**config.mk**
```make
export PLATFORM = sky130hd
export DESIGN_NAME = vga_timing_gen
export DESIGN_NICKNAME = d
export VERILOG_FILES = /design/src/rtl/vga_timing_gen.sv
export SDC_FILE = /design/constraint.sdc
export NUM_CORES = 1
export LEC_CHECK = 0
export CAP_MARGIN = 40
export CORE_MARGIN = 1.5
export CORE_UTILIZATION = 40
export DETAILED_ROUTE_END_ITERATION = 8
export GPL_ROUTABILITY_DRIVEN = 1
export PLACE_DENSITY = 0.68
export SYNTH_ARGS = -nofsm -noshare
export SYNTH_HDL_FRONTEND = slang
export SYNTH_SLANG_ARGS = --single-unit
```
**constraint.sdc**
```tcl
create_clock -name vga_clk -period 2.5 [get_ports vga_clk]
set_clock_uncertainty 0.15 [all_clocks]
set_input_delay 0.5 -clock vga_clk [delete_from_list [all_inputs] [get_ports vga_clk]]
set_output_delay 0.5 -clock vga_clk [all_outputs]
set_load 0.01 [all_outputs]
```
**src/rtl/vga_timing_gen.sv**
```systemverilog
// vga_timing_gen: 640x480@60 VGA timing on the 25 MHz pixel clock.
// Requests pixels one cycle ahead, then registers sync, RGB and frame pulse.
module vga_timing_gen #(
    parameter int H_SYNC   = 96,
    parameter int H_BACK   = 48,
    parameter int H_VALID  = 640,
    parameter int H_FRONT  = 16,
    parameter int V_SYNC   = 2,
    parameter int V_BACK   = 33,
    parameter int V_VALID  = 480,
    parameter int V_FRONT  = 10,
    parameter bit SYNC_POL = 1'b0,
    parameter int RGB_W    = 16
) (
    input  logic             vga_clk,
    input  logic             sys_rst,
    input  logic [RGB_W-1:0] pix_data,
    output logic             pix_data_req,
    output logic [9:0]       pix_x,
    output logic [9:0]       pix_y,
    output logic             vga_hs,
    output logic             vga_vs,
    output logic [RGB_W-1:0] vga_rgb,
    output logic             frame_start
);

    localparam int H_TOTAL = H_SYNC + H_BACK + H_VALID + H_FRONT;
    localparam int V_TOTAL = V_SYNC + V_BACK + V_VALID + V_FRONT;

    localparam logic [9:0] H_LAST   = 10'(H_TOTAL - 1);
    localparam logic [9:0] V_LAST   = 10'(V_TOTAL - 1);
    localparam logic [9:0] H_SYN_E  = 10'(H_SYNC);
    localparam logic [9:0] V_SYN_E  = 10'(V_SYNC);
    localparam logic [9:0] H_ACT_LO = 10'(H_SYNC + H_BACK);
    localparam logic [9:0] H_ACT_HI = 10'(H_SYNC + H_BACK + H_VALID - 1);
    localparam logic [9:0] H_REQ_LO = 10'(H_SYNC + H_BACK - 1);
    localparam logic [9:0] H_REQ_HI = 10'(H_SYNC + H_BACK + H_VALID - 2);
    localparam logic [9:0] V_ACT_LO = 10'(V_SYNC + V_BACK);
    localparam logic [9:0] V_ACT_HI = 10'(V_SYNC + V_BACK + V_VALID - 1);

    logic [9:0]       cnt_h_q, cnt_h_d;
    logic [9:0]       cnt_v_q, cnt_v_d;
    logic             hs_d, vs_d, act_d, req_d, fs_d, v_win;
    logic [RGB_W-1:0] rgb_d;
    logic             hs_q, vs_q, fs_q;
    logic [RGB_W-1:0] rgb_q;

    // Counter next state: line wraps at H_LAST, line count advances on wrap
    always_comb begin
        cnt_h_d = cnt_h_q + 10'd1;
        cnt_v_d = cnt_v_q;
        if (cnt_h_q == H_LAST) begin
            cnt_h_d = '0;
            cnt_v_d = (cnt_v_q == V_LAST) ? '0 : cnt_v_q + 10'd1;
        end
    end

    // Timing decode; the request window leads the active window by one pixel
    always_comb begin
        hs_d  = cnt_h_q < H_SYN_E;
        vs_d  = cnt_v_q < V_SYN_E;
        v_win = (cnt_v_q >= V_ACT_LO) && (cnt_v_q <= V_ACT_HI);
        act_d = v_win && (cnt_h_q >= H_ACT_LO) && (cnt_h_q <= H_ACT_HI);
        req_d = v_win && (cnt_h_q >= H_REQ_LO) && (cnt_h_q <= H_REQ_HI);
        fs_d  = (cnt_h_q == '0) && (cnt_v_q == '0);
        rgb_d = act_d ? pix_data : '0;
    end

    // Pixel request and coordinates of the pixel wanted next cycle
    always_comb begin
        pix_data_req = req_d;
        pix_x        = 10'h3FF;
        pix_y        = 10'h3FF;
        if (req_d) begin
            pix_x = cnt_h_q - H_REQ_LO;
            pix_y = cnt_v_q - V_ACT_LO;
        end
    end

    // Horizontal and vertical position counters
    always_ff @(posedge vga_clk or posedge sys_rst) begin
        if (sys_rst) begin
            cnt_h_q <= '0;
            cnt_v_q <= '0;
        end else begin
            cnt_h_q <= cnt_h_d;
            cnt_v_q <= cnt_v_d;
        end
    end

    // Output registers, one cycle behind the decode
    always_ff @(posedge vga_clk or posedge sys_rst) begin
        if (sys_rst) begin
            hs_q  <= ~SYNC_POL;
            vs_q  <= ~SYNC_POL;
            rgb_q <= '0;
            fs_q  <= 1'b0;
        end else begin
            hs_q  <= hs_d ? SYNC_POL : ~SYNC_POL;
            vs_q  <= vs_d ? SYNC_POL : ~SYNC_POL;
            rgb_q <= rgb_d;
            fs_q  <= fs_d;
        end
    end

    assign vga_hs      = hs_q;
    assign vga_vs      = vs_q;
    assign vga_rgb     = rgb_q;
    assign frame_start = fs_q;

endmodule

```
**After elaboration in Yosys (flattened, before gate mapping)**

Cells that the tools add are included.

- Bits in registers: 39
- Input port bits: 18
- Output and inout port bits: 40
- Word-level logic and storage cells: 35

- Add/sub/neg operators: 4
- $lt $le $gt $ge: 8
- Equality and inequality tests: 2
- Mux-type cells: 7
- Reduce and logical (&&, ||, !) cells: 8

Operator list:

| operator | count |
|---|---|
| 2-to-1 mux 10 bit | 4 |
| less-or-equal comparator 10 bit (second input constant) | 3 |
| adder 10 x 1 -> 10 bit (second input constant) | 2 |
| == test 10 bit (second input constant) | 2 |
| greater-or-equal comparator 10 x 8 -> 1 bit (second input constant) | 2 |
| logical NOT 10 bit | 2 |
| 2-to-1 mux 16 bit | 1 |
| greater-or-equal comparator 10 x 6 -> 1 bit (second input constant) | 1 |
| < comparator 10 x 2 -> 1 bit (second input constant) | 1 |
| < comparator 10 x 7 -> 1 bit (second input constant) | 1 |
| subtractor 10 x 6 -> 10 bit (second input constant) | 1 |
| subtractor 10 x 8 -> 10 bit (second input constant) | 1 |
| logical AND 1 bit | 6 |
| 2-to-1 mux 1 bit | 2 |

**Depth between registers and ports, before layout**

Gate-level depths: netlist of the first run.

- Depth in word-level cells: 5
- Gate-level depth with buffers: 6

**Worst setup path before layout of the first run**

OpenSTA, ideal clock, no wires.

- Path type: register to output
- Start: register cnt_h_q[2]
- End: output pix_x[5]
- Arrival time: 1.687 ns
- Slack: 0.163 ns
- Cell stages (with the launch flop): 7
- Cells stage by stage: dfrtp_1 > and4_1 > buf_6 > or4_4 > o21bai_4 > buf_8 > nand3_1

- Longest elaborated chain between the ends: 4
- Elaborated cells on any way between the ends: 6
- Classes of those cells: add/sub: 1; order compare: 2; mux: 1; reduce/logical: 2

Ends and longest elaborated chain:

| element | line | text |
|---|---|---|
| start, declared | 41 | `logic [9:0] cnt_h_q, cnt_h_d;` |
| start signal, assigned | 86 | `cnt_h_q <= cnt_h_d;` |
| greater-or-equal comparator 10 x 8 -> 1 bit | 64 | `req_d = v_win && (cnt_h_q >= H_REQ_LO) && (cnt_h_q <= H_REQ_HI);` |
| logical AND 1 bit (2 in a row) | 64 |  |
| 2-to-1 mux 10 bit (*) | 74 | `if (req_d) begin` |
| end, declared | 19 | `output logic [9:0] pix_x,` |

Every way passes the cells marked *; elsewhere a longest branch is shown, timed or not.

**Worst setup path after layout of the first run**

- Start: register cnt_h_q[0]
- End: output pix_x[4]

Same word-level chain as after synthesis.

==> results.txt, run 1 <==
The portion of the clock cycle consumed by the worst path in the final layout came out at 1.06. Counting every net in the synthesized netlist gives 239. The final reports fail on setup timing. The final-report max-slew violation count is 0. The gate count of the mapped netlist is 217. In this run, synthesis inferred 0 flip-flops with an integrated enable. The total via count in the routed design came out at 1909.

The sum of routed wire length over all layers is about 5600 um. The min-delay analysis places its worst path in the category reg -> reg. Of all flip-flops after synthesis, the portion carrying an async set or reset was 1.00. The clock latency on the worst-skew pair came out at 0.29 ns.

The required time of the worst setup path came out at between 1.5 and 2 ns. The setup total negative slack is -2.45 ns. The largest net degree at the start of global routing is 40. For the finished layout, the period the worst path requires is approximately 2.6 ns.

The library cell used most frequently in the layout, excluding fill and tap cells, is sky130_fd_sc_hd__buf_4. The synthesized area per cell came out at about 10 sq um. The half-perimeter wire length after detailed placement came out at approximately 3900 um. The initial antenna violation count came out at 0.

The area of the core is 5240 sq um. The part of the total power dissipated in the clock network came out at 0.459. Of the total power, registers draw 0.510. The number of placed cells counting well taps came out at 370.

The global-route wire length before repair is 9460 um. The kind of critical path is reg -> out. The power per cell area is 362 nW/um^2. The floorplan step defined a die boundary enclosing 6010 sq um. The arrival time of data at the critical path endpoint came out at 1.99 ns. The total number of placement rows came out at 26. The starting density of the core came out at 0.424. Internal power comes to between 0.9 and 1 mW. The netlist area before placement came out at 2220 sq um. The highest ir drop seen on vdd is 0.293 mV. The maximum fanout along the worst path is 6. The worst pin sits at a relative slew slack of 0.594.

The post-route DRC violation count is 0. Once detail routing completed, the nets flagged for antenna violations numbered 0. TritonCTS built the clock tree. The number of warnings reported in the yosys synthesis log came out at 0. The worst setup path is launched from a flop. Of the total power, the share spent switching nets is 0.204.

The top cell types in the final layout, fill and taps aside, are sky130_fd_sc_hd__buf_4, sky130_fd_sc_hd__dfrtp_1, sky130_fd_sc_hd__clkdlybuf4s50_1, sky130_fd_sc_hd__buf_6, sky130_fd_sc_hd__and2_1. The clock-pin slew reported for the worst setup and hold paths after clock tree synthesis came out at 0.08 ns. After detailed routing, the number of vias per cell comes to approximately 4.9.

The flow ran to the end, but the final reports show violations. The buffer levels on the longest clock path came out at 2. The count of final setup violators is 21. After synthesis the netlist holds a flip-flop and latch count of 39. The critical path capture point type is an output port. The maximum operating frequency came out at 0.379 GHz. The core utilization of the finished layout came out at 0.652. The setup slack at placement came out at -0.164 ns.

The share of the yosys chip area belonging to registers is 0.441. The number of global-route vias before repair is 1880. The H-tree was split into 2 levels. During placement, the flow inserted port buffers numbering 57. Counting the fill cells in the layout gives about 420. In the final layout, the share of cells above drive strength 1 is 0.351. The first-pass iteration count of the detailed router came out at 4. Setup repair after global routing could not meet its margin everywhere.

The total number of nets in the final design is 337. The combinational share of power came out at 0.031. The overflow left after global routing is 0.

The die is 77.5 um tall. The global-route total usage across every layer came out at 0.203. The worst-case setup margin in the final layout is -0.139 ns. At the pin with the least slew margin, the transition time is 0.610 ns. The buffer cell driving the clock tree root is sky130_fd_sc_hd__clkbuf_8. In the final routed layout, each cell accounts on average for between 10 and 15 um. The static power due to leakage is 1.51 nW. The number of hold-slack violations in the final timing report came to 0.

The count of distinct cell types in the synthesized netlist is 51. Compared with the post-synthesis result, the final layout area differs by 53.7%. The count of inserted antenna diode cells came out at 0. The total clock buffers created by CTS came out at 5.

Summed over all nets, the switching power comes to 0.252 mW. Max-cap violations in this run came to 0. The tree built by TritonCTS fans out to 39 sinks. For this block, the initial DRC count from the detailed router was 138.

The number of standard cells in the final layout excluding fillers is 386. The width of the die is 77.5 um. The I/O pin total is 58. Among all flip-flop cells after synthesis, the most frequent one is sky130_fd_sc_hd__dfrtp_1. The weighted congestion at the end of routability-driven global placement came out at between 0.8 and 0.9.
## worst max-delay path: stages, from the launching register on
cell and delay [ns]:
sky130_fd_sc_hd__dfrtp_1 0.41, sky130_fd_sc_hd__and4_1 0.21, sky130_fd_sc_hd__or4_4 0.45, sky130_fd_sc_hd__o21bai_4 0.17, sky130_fd_sc_hd__buf_8 0.14, sky130_fd_sc_hd__buf_12 0.12, sky130_fd_sc_hd__nand3_2 0.08, sky130_fd_sc_hd__buf_6 0.13
## worst paths after layout
check	from	cells past startpoint	slack (ns)	endpoint
hold / removal	cnt_h_q[0]$_DFF_PP0_	2	0.45	cnt_h_q[0]$_DFF_PP0_
min in group asynchronous	sys_rst	3	0.47	vga_rgb[6]$_DFF_PP0_
setup / recovery	cnt_h_q[0]$_DFF_PP0_	7	-0.14	pix_x[4]
hold reg to reg	cnt_h_q[0]$_DFF_PP0_	2	0.45	cnt_h_q[0]$_DFF_PP0_
max in group asynchronous	sys_rst	3	1.35	cnt_v_q[4]$_DFFE_PP0P_
setup reg to reg	cnt_h_q[6]$_DFF_PP0_	6	0.21	vga_rgb[5]$_DFF_PP0_
## what timing repair did
action | 4_1_cts | 5_1_grt
hold buffers | 0 | 0
pin swaps | 17 | 8
setup buffers | 7 | 1
gates cloned | 1 | 0
resized for setup | 114 | 10
setup endpoints to repair | 21 | 21
## cells in the mapped netlist (2+ instances only)
cell type | instances | area (sq um)
sky130_fd_sc_hd__and2_1 | 17 | 106
sky130_fd_sc_hd__inv_1 | 7 | 26.3
sky130_fd_sc_hd__and3_1 | 4 | 25.0
sky130_fd_sc_hd__nand4_1 | 5 | 31.3
sky130_fd_sc_hd__buf_1 | 3 | 11.3
sky130_fd_sc_hd__nand3b_1 | 3 | 22.5
sky130_fd_sc_hd__nand3_2 | 9 | 90.1
sky130_fd_sc_hd__o21ai_1 | 4 | 20.0
sky130_fd_sc_hd__and4_1 | 4 | 35.0
sky130_fd_sc_hd__mux2i_1 | 2 | 20.0
sky130_fd_sc_hd__nand2_1 | 11 | 41.3
sky130_fd_sc_hd__nor2_1 | 10 | 37.5
sky130_fd_sc_hd__ha_1 | 4 | 50.1
sky130_fd_sc_hd__nor3_1 | 5 | 25.0
sky130_fd_sc_hd__dfrtp_1 | 37 | 926
sky130_fd_sc_hd__a21oi_1 | 2 | 10.0
sky130_fd_sc_hd__xor2_1 | 7 | 61.3
sky130_fd_sc_hd__buf_6 | 2 | 22.5
sky130_fd_sc_hd__mux2_1 | 2 | 22.5
sky130_fd_sc_hd__nor4_1 | 2 | 12.5
sky130_fd_sc_hd__dfstp_2 | 2 | 52.6
sky130_fd_sc_hd__o21ai_0 | 2 | 10.0
sky130_fd_sc_hd__nand3_1 | 20 | 100
sky130_fd_sc_hd__buf_2 | 8 | 40.0
sky130_fd_sc_hd__clkbuf_1 | 3 | 11.3
sky130_fd_sc_hd__nor2b_1 | 2 | 12.5
sky130_fd_sc_hd__xnor2_1 | 15 | 131
sky130_fd_sc_hd__o22ai_1 | 2 | 12.5
## area by class of cell
| type | instances | area (sq um) | area share |
|---|---|---|---|
| Clock buffer | 6 | 82.6 | 0.0242 |
| Clock inverter | 2 | 38.8 | 0.0114 |
| Inverter | 7 | 26.3 | 0.00770 |
| Multi-Input combinational cell | 154 | 1200 | 0.352 |
| Sequential cell | 39 | 980 | 0.287 |
| Tap cell | 70 | 87.6 | 0.0257 |
| Timing Repair Buffer | 108 | 998 | 0.292 |
## through the flow
| stage | power (mW) | instance area (sq um) | hold slack (ns) |
|---|---|---|---|
| 2_1_floorplan | 0.652 | 2220 | 0.330 |
| 3_3_place_gp | 0.682 | 3130 | 0.410 |
| 3_5_place_dp | 0.682 | 3130 | 0.437 |
| 4_1_cts | 1.25 | 3360 | 0.457 |
| 5_1_grt | 1.28 | 3410 | 0.474 |
| 6_report | 1.24 | 3410 | 0.451 |
## state kept, by name, indices dropped and copies added (netlist names)
register     count
vga_rgb         16
cnt_h_q         10
cnt_v_q         10
frame_start      1
vga_hs           1
vga_vs           1
## power by group through the flow
stage | clock, mW | combinational, mW | sequential, mW
6_report | 0.566 | 0.0384 | 0.630
5_1_grt | 0.606 | 0.0432 | 0.630
4_1_cts | 0.579 | 0.0396 | 0.630
3_5_place_dp | 0 | 0.0395 | 0.643
3_3_place_gp | 0 | 0.0387 | 0.643
2_1_floorplan | 0 | 0.00943 | 0.643
## metal layers
| metal | vias up | track usage | routed length (um) |
|---|---|---|---|
| li1 | 946 | - | - |
| met1 | 913 | 0.273 | 2560 |
| met2 | 45 | 0.330 | 2720 |
| met3 | 5 | 0.0294 | 210 |
| met4 | 0 | 0.0764 | 80 |
| met5 | - | 0 | 0 |
## logic make-up after synthesis
logic type | after synthesis | synth area share
DFF | 39 | 0.441
and+or+nand+nor | 101 | 0.286
buffers and inverters | 24 | 0.0569
adders and majority gates | 4 | 0.0225
xor gates and xnor gates | 22 | 0.0868
muxes | 4 | 0.0192
AOI/OAI and AO/OA | 23 | 0.0879
No activity file was read; power rests on OpenSTA's default activity.
==> run 2, diff against run 1 <==
Settings changed: CORE_MARGIN 1.5 to 2.
==> run 2 against run 1 <==
Compared with the run above: the run still ends with setup timing left; register-to-register slack improved by 0.05 ns; clock-buffer cell count shrank 1; setup slack got worse by 0.020 ns; final cell count grew 0.78%; sequential share of layout area is essentially flat; sequential power about the same; design area down 0.22%; fmax fell by 0.74%; largest power group unchanged.
==> results.txt, run 2 (synthesis results as in run 1) <==
The total via count in the routed design is 1920. The max-capacitance violation count came out at 0. The height of the chip is 78.5 um. At the worst endpoint, the required time is 1.85 ns. The minimum period implied by the final worst setup slack came out at 2.66 ns. In this run the critical register-to-register path is captured at cnt_v_q[4]$_DFFE_PP0P_. Among the stages of the critical path, the cell type that occurs most often is sky130_fd_sc_hd__buf_6. For the pin with the worst max-slew slack, the measured transition is 0.566 ns.

The die area is 6160 sq um. The area of the core came out at 5440 sq um. The number of placed cells counting well taps is 377. The core utilization of the finished layout is 0.626. The global-route wire length before repair came out at 8980 um. The portion of the clock cycle consumed by the worst path in the final layout came out at 1.06. The first detailed-routing pass ran for 4 iterations.

The most critical setup path has its startpoint at cnt_v_q[1]$_DFFE_PP0P_. The flow ran to the end, but the final reports show violations. The worst setup path is launched from a flop. The worst hold path belongs to the class reg -> reg. Dividing the detail-routed wire length by the instance count gives 13.9 um. The clock-pin slew reported for the worst setup and hold paths after clock tree synthesis is approximately 0.08 ns. For this design, the slowest cell found on the critical path is sky130_fd_sc_hd__dfrtp_1. The starting density of the core is 0.408. The number of standard cells in the final layout excluding fillers is 389.

The register-to-register setup slack came out at 0.26 ns. The most common library cell in the layout ignoring fill and taps is sky130_fd_sc_hd__buf_4. The count of final setup violators came out at 21. The number of global-route vias before repair is 1887. The final antenna-violating net count is 0. The number of hold-repair buffers added at the cts stage came out at 0. The highest ir drop seen on vdd is about 0.3 mV.

The number of flip-flops under the largest register name came out at 16. The static power due to leakage is around 1.5 nW. The register cell area after layout came out at 978 sq um. The number of hold-slack violations in the final timing report came out at 0. The via count normalized by instance count came out at slightly below 5. The cell area after placement is 3160 sq um. For this block, the initial DRC count from the detailed router was 136. The HPWL after detailed placement is 4070 um.

The maximum operating frequency came out at 0.376 GHz. Pin placement for this block handled 58 I/O pins. In this run the clock root is driven by a sky130_fd_sc_hd__clkbuf_8.

STA classifies the critical path endpoint as an output port. The global-route total usage across every layer is 0.185. The clock drives 39 sinks.

The clock reaches the later pin of the worst-skew pair after between 0.2 and 0.3 ns. The startpoint identified for the worst register-to-register timing path is cnt_h_q[7]$_DFF_PP0_. The setup path with the least slack is of type reg -> out. In this design, the stage delay of the slowest critical-path cell is 0.40 ns.

The cell depth of the worst setup path came out at 7. The post-route DRC violation count is 0. The worst-case setup margin in the final layout came out at -0.158 ns. Dividing total power by cell area gives a power density of between 300 and 400 nW/um^2. The checks that failed: setup timing. In the layout the commonest cells are sky130_fd_sc_hd__buf_4, sky130_fd_sc_hd__dfrtp_1, sky130_fd_sc_hd__clkdlybuf4s50_1, sky130_fd_sc_hd__buf_6, sky130_fd_sc_hd__and2_1. The most critical setup path has its endpoint at pix_y[2].

The number of cells traversed by the worst register-to-register path is 6. The final-report max-slew violation count came to 0. The setup total negative slack came out at -2.71 ns.

The layout has 449 filler cells. The total clock buffers created by CTS is 5. The arrival time of data at the critical path endpoint is 2.01 ns. The critical path goes through buf_6, a2111oi_4, nand3_2, a21oi_4, buf_6, nand3_4, buf_6. The sum of routed wire length over all layers came out at 5420 um. The buffers plus inverters on the worst setup path came out at 3.

During placement, the flow inserted port buffers numbering 57. The startpoint identified for the worst hold timing path is cnt_h_q[0]$_DFF_PP0_. The largest net degree at the start of global routing came out at 40. Among cell families on the critical path, the largest total delay comes from compound AO/OA/AOI/OAI gates. The maximum fanout along the worst path came out at 4. The number of antenna diodes in the final layout is 0. The worst hold slack is around 0.43 ns.

The total number of nets in the final design came out at roughly 340. The overflow left after global routing is 0. The final non-filler cell area is 3410 sq um. The area taken by multi-input logic gates is 1230 sq um.

The total number of placement rows came out at 27. The area added between synthesis and finish is 53.4%. The initial antenna violation count came out at 0.

The worst slew margin relative to its limit came out at 0.623. Routability-driven placement finished with a final weighted congestion of 0.936. The buffer levels on the longest clock path is 2. Of the cells placed in the final design, the portion with a size suffix greater than 1 is 0.353. The width of the die came out at between 70 and 80 um. Setup repair after global routing could not meet its margin everywhere. The deepest level of the CTS H-tree came out at 2. TritonCTS built the clock tree.
[run 2: changes by cell type in the layout (fill, tap and decap cells not counted), sizes merged]
cell and change:
buf +1, clkbuf -1, clkinv +1
[run 2: layer usage]
layer | vias to the layer above | track usage | share of wire
met3 | 7 | 0.0356 | 0.047
li1 | 956 | - | -
met4 | 0 | 0.0632 | 0.017
met2 | 59 | 0.293 | 0.48
met5 | - | 0 | 0
met1 | 898 | 0.253 | 0.45
[run 2: repair_timing]
item | 4_1_cts | 5_1_grt
resized for setup | 112 | 7
setup endpoints to repair | 21 | 21
buffers inserted | 4 | 1
hold endpoints to repair | 0 | 0
gates cloned | 0 | 0
pin swaps | 14 | 7
[run 2: worst reg2reg max path: stages, from the launching register on]
cell and delay [ns]:
sky130_fd_sc_hd__dfrtp_1 0.45, sky130_fd_sc_hd__buf_4 0.20, sky130_fd_sc_hd__or3b_4 0.42, sky130_fd_sc_hd__nor4_4 0.28, sky130_fd_sc_hd__buf_4 0.24, sky130_fd_sc_hd__nand2_2 0.06, sky130_fd_sc_hd__mux2_1 0.32
[run 2: how the worst min path moves through the flow]
stage                                 endpoint  slack [ns]  cells past startpoint
after CTS                 cnt_h_q[0]$_DFF_PP0_        0.43                      2
after global placement    cnt_h_q[0]$_DFF_PP0_        0.40                      2
final                     cnt_h_q[0]$_DFF_PP0_        0.43                      2
after detailed placement  cnt_h_q[0]$_DFF_PP0_        0.41                      2
after global routing      cnt_h_q[0]$_DFF_PP0_        0.46                      2
after floorplan           cnt_h_q[0]$_DFF_PP0_        0.33                      1
[run 2: power by group]
part | total (mW) | switching (mW) | leakage, nW | internal, mW
Combinational | 0.0381 | 0.0141 | 0.928 | 0.0239
Clock | 0.537 | 0.235 | 0.0587 | 0.302
Sequential | 0.630 | 0 | 0.523 | 0.630
[run 2: stage by stage]
stage | setup WS, ns | total power, mW
floorplan | 0.163 | 0.652
global placement | -0.188 | 0.682
detailed placement | -0.188 | 0.682
CTS | -0.155 | 1.22
global route | -0.223 | 1.26
finish | -0.158 | 1.21
[run 2: layout make-up]
class,instances,share of cell area
Sequential cell,39,0.287
Tap cell,72,0.0264
Clock buffer,5,0.0202
Timing Repair Buffer,109,0.284
Clock inverter,3,0.0140
Inverter,7,0.00771
Multi-Input combinational cell,154,0.360
==> run 3, diff against run 2 <==
Settings changed: GPL_ROUTABILITY_DRIVEN 1 to 0.
==> results of run 3 <==
The final DEF is identical to that of run 2; final timing and power are the same.
